File: src/rtl/multicycle_control_pkg.sv
// Shared encodings for the multi-cycle RV64 control sequencer: opcodes, ALU ops, state codes.
package multicycle_control_pkg;

    localparam logic [6:0] OPC_R   = 7'b0110011;
    localparam logic [6:0] OPC_LD  = 7'b0000011;
    localparam logic [6:0] OPC_SD  = 7'b0100011;
    localparam logic [6:0] OPC_BEQ = 7'b1100011;

    localparam logic [1:0] ALUOP_ADD   = 2'b00;
    localparam logic [1:0] ALUOP_SUB   = 2'b01;
    localparam logic [1:0] ALUOP_FUNCT = 2'b10;

    localparam logic [3:0] ST_RST    = 4'd0;
    localparam logic [3:0] ST_FETCH  = 4'd1;
    localparam logic [3:0] ST_DECODE = 4'd2;
    localparam logic [3:0] ST_EXEC_R = 4'd3;
    localparam logic [3:0] ST_WB_R   = 4'd4;
    localparam logic [3:0] ST_ADDR   = 4'd5;
    localparam logic [3:0] ST_MEM_RD = 4'd6;
    localparam logic [3:0] ST_WB_LD  = 4'd7;
    localparam logic [3:0] ST_MEM_WR = 4'd8;
    localparam logic [3:0] ST_BRANCH = 4'd9;
    localparam logic [3:0] ST_TRAP   = 4'd10;

    // States that hold a memory request until mem_ready.
    function automatic logic isWaitState(input logic [3:0] st);
        return (st == ST_FETCH) || (st == ST_MEM_RD) || (st == ST_MEM_WR);
    endfunction

endpackage

File: src/rtl/multicycle_control_mem_wait_timer.sv
// Counts cycles spent waiting on the shared memory port; flags the cycle that would hit the limit.
module mem_wait_timer #(
    parameter int unsigned MEM_TIMEOUT = 16
) (
    input  logic clk,
    input  logic rst,
    input  logic clear,
    input  logic tick,
    output logic expired
);

    localparam int unsigned W = $clog2(MEM_TIMEOUT + 1);

    logic [W-1:0] count;

    always_ff @(posedge clk) begin
        if (rst || clear) begin
            count <= '0;
        end else if (tick) begin
            count <= count + 1'b1;
        end
    end

    // Asserted on the waiting cycle whose miss would bring the count to MEM_TIMEOUT.
    assign expired = tick && (count == W'(MEM_TIMEOUT - 1));

endmodule

File: src/rtl/multicycle_control.sv
// Multi-cycle sequencer: walks R-format, ld, sd and beq through FETCH..WB and drives datapath enables.
module multicycle_control #(
    parameter int unsigned MEM_TIMEOUT = 16,
    parameter int unsigned CNT_W       = 32
) (
    input  logic             clk,
    input  logic             rst,
    input  logic [6:0]       Opc,
    input  logic             Zero,
    input  logic             mem_ready,
    output logic             PCWrite,
    output logic             PCSrc,
    output logic             IorD,
    output logic             IRWrite,
    output logic             ALUsrc,
    output logic             MemToReg,
    output logic             RegWrite,
    output logic             MemRead,
    output logic             MemWrite,
    output logic             Branch,
    output logic [1:0]       AluOp,
    output logic             Illegal,
    output logic             MemErr,
    output logic [CNT_W-1:0] instr_count
);
    import multicycle_control_pkg::*;

    logic [3:0]       state;
    logic [3:0]       stateNext;
    logic [6:0]       opcReg;
    logic             illegalReg;
    logic             memErrReg;
    logic [CNT_W-1:0] instrCount;
    logic             setIllegal;
    logic             setMemErr;
    logic             retire;
    logic             waitExpired;

    mem_wait_timer #(
        .MEM_TIMEOUT(MEM_TIMEOUT)
    ) u_timer (
        .clk    (clk),
        .rst    (rst),
        .clear  (stateNext != state),
        .tick   (isWaitState(state) && !mem_ready),
        .expired(waitExpired)
    );

    always_comb begin
        stateNext  = state;
        setIllegal = 1'b0;
        setMemErr  = 1'b0;
        case (state)
            ST_RST:    stateNext = ST_FETCH;
            ST_FETCH: begin
                if (mem_ready) begin
                    stateNext = ST_DECODE;
                end else if (waitExpired) begin
                    stateNext = ST_TRAP;
                    setMemErr = 1'b1;
                end
            end
            ST_DECODE: begin
                case (Opc)
                    OPC_R:          stateNext = ST_EXEC_R;
                    OPC_LD, OPC_SD: stateNext = ST_ADDR;
                    OPC_BEQ:        stateNext = ST_BRANCH;
                    default: begin
                        stateNext  = ST_TRAP;
                        setIllegal = 1'b1;
                    end
                endcase
            end
            ST_EXEC_R: stateNext = ST_WB_R;
            ST_WB_R:   stateNext = ST_FETCH;
            ST_ADDR:   stateNext = (opcReg == OPC_SD) ? ST_MEM_WR : ST_MEM_RD;
            ST_MEM_RD, ST_MEM_WR: begin
                if (mem_ready) begin
                    stateNext = (state == ST_MEM_RD) ? ST_WB_LD : ST_FETCH;
                end else if (waitExpired) begin
                    stateNext = ST_TRAP;
                    setMemErr = 1'b1;
                end
            end
            ST_WB_LD:  stateNext = ST_FETCH;
            ST_BRANCH: stateNext = ST_FETCH;
            ST_TRAP:   stateNext = ST_TRAP;
            default:   stateNext = ST_RST;
        endcase
    end

    assign retire = (state == ST_WB_R) || (state == ST_WB_LD) || (state == ST_BRANCH) ||
                    ((state == ST_MEM_WR) && mem_ready);

    always_ff @(posedge clk) begin
        if (rst) begin
            state      <= ST_RST;
            opcReg     <= '0;
            illegalReg <= 1'b0;
            memErrReg  <= 1'b0;
            instrCount <= '0;
        end else begin
            state <= stateNext;
            if (state == ST_DECODE) begin
                opcReg <= Opc;
            end
            if (setIllegal) begin
                illegalReg <= 1'b1;
            end
            if (setMemErr) begin
                memErrReg <= 1'b1;
            end
            if (retire) begin
                instrCount <= instrCount + 1'b1;
            end
        end
    end

    // Outputs are forced low while rst is high so a reset mid-access issues no write.
    always_comb begin
        PCWrite  = 1'b0;
        PCSrc    = 1'b0;
        IorD     = 1'b0;
        IRWrite  = 1'b0;
        ALUsrc   = 1'b0;
        MemToReg = 1'b0;
        RegWrite = 1'b0;
        MemRead  = 1'b0;
        MemWrite = 1'b0;
        Branch   = 1'b0;
        AluOp    = ALUOP_ADD;
        if (!rst) begin
            case (state)
                ST_FETCH: begin
                    MemRead = 1'b1;
                    IRWrite = mem_ready;
                    PCWrite = mem_ready;
                end
                ST_EXEC_R: AluOp = ALUOP_FUNCT;
                ST_WB_R: begin
                    AluOp    = ALUOP_FUNCT;
                    RegWrite = 1'b1;
                end
                ST_ADDR:   ALUsrc = 1'b1;
                ST_MEM_RD: begin
                    MemRead = 1'b1;
                    IorD    = 1'b1;
                end
                ST_WB_LD: begin
                    RegWrite = 1'b1;
                    MemToReg = 1'b1;
                end
                ST_MEM_WR: begin
                    MemWrite = 1'b1;
                    IorD     = 1'b1;
                    ALUsrc   = 1'b1;
                end
                ST_BRANCH: begin
                    AluOp   = ALUOP_SUB;
                    Branch  = 1'b1;
                    PCSrc   = 1'b1;
                    PCWrite = Zero;
                end
                default: ;
            endcase
        end
    end

    assign Illegal     = !rst && illegalReg;
    assign MemErr      = !rst && memErrReg;
    assign instr_count = rst ? '0 : instrCount;

endmodule

File: config.mk
export PLATFORM = sky130hd
export DESIGN_NAME = multicycle_control
export DESIGN_NICKNAME = d
export VERILOG_FILES = /design/src/rtl/multicycle_control_pkg.sv /design/src/rtl/multicycle_control_mem_wait_timer.sv /design/src/rtl/multicycle_control.sv
export SDC_FILE = /design/constraint.sdc
export NUM_CORES = 1
export LEC_CHECK = 0
export ABC_AREA = 1
export ABC_CLOCK_PERIOD_IN_PS = 4100
export BUFFER_PORTS_ARGS = -buffer_cell sky130_fd_sc_hd__buf_4
export CAP_MARGIN = 10
export CORE_MARGIN = 5
export CORE_UTILIZATION = 60
export CTS_CLUSTER_DIAMETER = 60
export DETAILED_ROUTE_END_ITERATION = 8
export GPL_TIMING_DRIVEN = 0
export PLACE_DENSITY = 0.85
export SLEW_MARGIN = 15
export SYNTH_ARGS = -nofsm -noshare
export SYNTH_HDL_FRONTEND = slang
export SYNTH_SLANG_ARGS = --single-unit
File: constraint.sdc
create_clock -name clk -period 4.1 [get_ports clk]
set_input_delay 0.205 -clock clk [delete_from_list [all_inputs] [get_ports clk]]
set_output_delay 0.205 -clock clk [all_outputs]
set_load 0.02 [all_outputs]
======== Word level (Yosys, flattened, before mapping) ========
Cells that the tools add are included.
word-level totals
  logic and storage cells ................. 81
  input port bits ......................... 11
  register bits ........................... 50
  output and inout bits ................... 46
cells by class
  $add $sub $neg .......................... 2
  reduce and logical (&&, ||, !) cells .... 23
  muxes and demuxes ....................... 33
  eq/ne operators ......................... 17
operators by type and width
  kind                   number
  $add 32x1->32 const B  1
  $mux 32                1
  $pmux 4 s7             1
  $mux 1                 22
  $eq 7x6->1 const B     3
  $eq 4x3->1 const B     4
  $mux 4                 4
  $eq 4x4->1 const B     3
  $pmux 4 s3             1
  $reduce_or 2->1        6
  $eq 4x2->1 const B     2
  $reduce_or 4->1        2
  $eq 7x2->1 const B     1
  $eq 7x7->1 const B     1
  $logic_or 1x1->1       6
  $add 5x1->5 const B    1
  $eq 5x4->1 const B     1
  $logic_and 1x1->1      5
  $eq 4x1->1 const B     1
  $logic_not 4->1        1
  $ne 4x4->1             1
  $pmux 2 s2             1
  $mux 3                 1
  $reduce_or 3->1        1
  other kinds (3)        4

======== Depth between registers and ports, before layout ========
  depth in word-level cells ............... 10
  mapped depth ............................ 13

======== Cells and area by module ========
Synthesis repeated with hierarchy kept, for this count alone.
second synthesis, totals
  cells, all modules ...................... 555
  area, all modules ....................... 3248.1 um2
by module, submodules not included
  module              times used  area each (um2)  cells an instance
  multicycle_control  1           3005.4           523
  mem_wait_timer      1           242.7            32

======== Worst setup path after synthesis ========
Ideal clock, no wire load.
  kind .................................... reg-to-reg
  start ................................... register u_timer.count[0]
  end ..................................... register u_timer.count[0]
  clock period less this slack ............ 1685 ps
  arrival ................................. 1620 ps
  buffers on the path ..................... 0
  setup time .............................. 65 ps
  cell stages (with the launch flop) ...... 13
  setup slack ............................. 2415 ps
  path through ............................ dfxtp_1 -> ha_1 -> inv_1 -> nor2_1 -> ha_1 -> or2_2 -> nand3_1 -> nand3_1 -> nand2_1 -> nand2_1 -> nor2_1 -> nand3_2 -> nor2_1
on the way
  longest elaborated chain between the ends .. 7
  elaborated cells between the ends (all ways) .. 9
  classes of those cells .................. 1 x add/sub; 2 x eq/ne; 4 x mux; 2 x reduce/logical
ends and longest elaborated chain
  element                    RTL line                                            text
  start, declared            multicycle_control_mem_wait_timer.sv:14             logic [W-1:0] count;
  start signal, assigned     multicycle_control_mem_wait_timer.sv:20             count <= count + 1'b1;
  $eq 5x4->1                 multicycle_control_mem_wait_timer.sv:25             assign expired = tick && (count == W'(MEM_TIMEOUT - 1));
  $logic_and 1x1->1          multicycle_control_mem_wait_timer.sv:25
  $mux 4                     multicycle_control.sv:58, multicycle_control.sv:80
  $mux 4 (on tied branches)  multicycle_control.sv:78, multicycle_control.sv:56
  $pmux 4 s7                 multicycle_control.sv:53                            case (state)
  $ne 4x4->1                 multicycle_control.sv:44                            .clear (stateNext != state),
  $logic_or 1x1->1           multicycle_control_mem_wait_timer.sv:17             if (rst || clear) begin
Several ways; a longest one is shown, not always the timed one.
A chain may end at the register's enable or synchronous reset.

======== Worst setup path after layout ========
  start ................................... register instrCount[0]
  end ..................................... register instrCount[22]
on the way
  longest elaborated chain between the ends .. 1
ends and longest elaborated chain
  element                 RTL line                   text
  start, declared         multicycle_control.sv:33   logic [CNT_W-1:0] instrCount;
  start signal, assigned  multicycle_control.sv:114  instrCount <= instrCount + 1'b1;
  $add 32x1->32           multicycle_control.sv:114
Every way passes these cells.

==> out/metrics.cfg <==
[logic_synthesis]
synth_top_cell_area_share_pct = 31.4
ys_ff_latch = 50
syn_avg_cell_area_um2 = 6.18
synth_area_leader_cell = dfxtp_1
syn-cell-area_um2 = 3190
ys_warn_count = 0
ys_seq_area_share_pct = 31.4
syn_inst = 516
netlist_top_cells_area = dfxtp_1, nand2_1, nor2_1
synth_nets = 530
synth_cell_types = 33

[worst_setup_path]
cpMostUsedCell = nor3_1
path_buf_inv = 0
critPathSlowestCell = dfxtp_1
crit_arrival_ns = 2.28
cp_max_fo = 5
worstPathRequired_ns = 4.30
cp-end-kind = flop
cp_cell_sequence = ha_1, nand4_1, nor3_1, nand2_1, nor3_1, nand3_1, o21ai_1, a21oi_1
crit_type = reg2reg
cp-start-kind = flop
cp_top_family = simple AND/OR/NAND/NOR gates
slowest_delay_ns = 0.42

[clocking]
cts_tree = built
clock_latency_ns = 0.31
htreeDepth = 2
cts_buffer_depth = 2
post_cts_buffers = 0
holdBufCountCts = 0
post_cts_resized = 0
clkTransAtPathRegs_ns = 0.09
ctsRootBufferMaster = clkbuf_8
clock_sinks = 50
cts_inserted_buffers = 5

[finish]
nets = 592
fill_cells = 459
final_core_util_pct = 73.5
num_antenna_cells = 0
drive_gt1_share_pct = 17.4
area_growth_syn_to_layout_pct = 18.6
final-seq-area_um2 = 1000
multiInputGateArea_um2 = 1840
layout_commonest_cell = nand2_1
most-common-layout-cells = nand2_1, nor2_1, inv_1, buf_4, dfxtp_1

[job]
drv_cap = 0

[die]
die_area_um2 = 6870
coreArea_um2 = 5140
pin_count = 57
initial_core_util_pct = 62.0
die_y_um = 82.9
die_w_um = 82.9
num_rows = 26

[outcome]
outcome = finished, final reports clean

[global_routing]
grt.total_usage_pct = 24.9
antenna_found_initial = 0
grt_pass1_wl_um = 14600
grt_pass1_vias = 3364
grt-ovfl-total = 0
grt_max_degree = 15

[pwr]
powerDensity_nw_per_um2 = 349
vdd_drop_max_v = 0.000274
cellLeakagePower_nw = 1.55
total_power_mw = 1.32

[drt]
avgViaCountPerCell = 5.45
routed_wl_um = 8550
routedWlPerCell_um = 13.2
drt_pass1_iterations = 5
ant_nets = 0
dr_total_vias = 3535
drt_iter0_drc = 350
drc = 0

[place]
gp_congestion = 0.965
port_buffers = 55
place_hpwl_um = 6620
place_ws_ns = 2.03

[sta]
hold_viol = 0
fin_crit_sh_pct = 50.7
worstMarginPinSlew_ns = 0.686
finalMaxSlewViolations = 0
fin_skew_ns = 0.00683
setup_tns_ns = 0
rsz0062_at_grt = no
setup_slack_ns = 2.02
whs_ns = 0.162
finalCriticalPeriod_ns = 2.08
fmax_mhz = 481
setup_viol = 0
slew_headroom_pct = 54.3

[hold_path]
hold_class = in2reg

report_power, final:
| part | internal [mW] | switching [mW] | leakage [nW] | total [mW] |
|---|---|---|---|---|
| registers | 0.528 | 0.0385 | 0.404 | 0.567 |
| clock network | 0.137 | 0.165 | 0.0482 | 0.302 |
| logic | 0.150 | 0.298 | 1.10 | 0.449 |
| total | 0.815 | 0.502 | 1.55 | 1.32 |
Yosys cell counts, drive strengths merged:
master / n
nor3: 26
ha: 3
xnor2: 1
nand3: 31
nand4: 13
clkbuf: 8
o211ai: 3
a31oi: 1
or2: 2
xor2: 13
nor3b: 2
mux2: 1
nor2: 106
o21ai: 24
nand2: 108
o221a: 1
and3: 1
a21oi: 37
a211oi: 2
nor4: 2
inv: 72
buf: 9
dfxtp: 50
tightest hold or removal path: cells and delay by family:
kind | cells | cell delay (ns)
compound gates | 1 | 0.11
buf+inv | 2 | 0.12
registers in the layout, indices dropped and copies added, names as in the netlist:
signal         flops
memErrReg          1
opcReg             7
state              4
instrCount        32
illegalReg         1
u_timer.count      5
final cells by class:
| cell class | count | area share (%) |
|---|---|---|
| Timing Repair Buffer | 55 | 10.9 |
| Inverter | 72 | 7.15 |
| Buffer | 17 | 2.09 |
| Clock buffer | 7 | 2.28 |
| Tap cell | 70 | 2.32 |
| Clock inverter | 1 | 0.132 |
| Sequential cell | 50 | 26.5 |
| Multi-Input combinational cell | 377 | 48.6 |
cell families (layout without fill, tap and decap cells):
logic type / Yosys count / in the layout / share of synthesized area [%]
AO/OA/AOI/OAI: 68 / 68 / 11.5
XOR/XNOR: 14 / 14 / 3.85
adder cells (fa/ha/maj): 3 / 3 / 1.18
buffers and inverters: 89 / 152 / 10.9
flip-flops: 50 / 50 / 31.4
multiplexers: 1 / 1 / 0.353
AND/OR/NAND/NOR: 291 / 291 / 40.7
layer usage:
metal  global-route usage, %  vias to the layer above  wire (um)
met5                       0                        -          0
met4                    9.51                        0        228
met3                    4.65                       28        599
met2                    45.2                      162       4190
met1                    28.8                     1570       3530
li1                        -                     1775          -
metrics by stage:
step,area [um2],instances
after global routing,3780,649
final,3780,649
after CTS,3780,649
after global placement,3690,641
after floorplan,3190,516
after detailed placement,3690,641
path summary, 6_finish.rpt:
kind                            slack [ns]  cells past startpoint              to     startpoint
worst max-delay path                  2.02                      8  instrCount[22]  instrCount[0]
worst min register to register        0.46                      2       memErrReg      memErrReg
worst min-delay path                  0.16                      3       opcReg[3]         Opc[3]
worst max register to register        2.02                      8  instrCount[22]  instrCount[0]
Note: power is estimated with default switching activity, not from simulation.
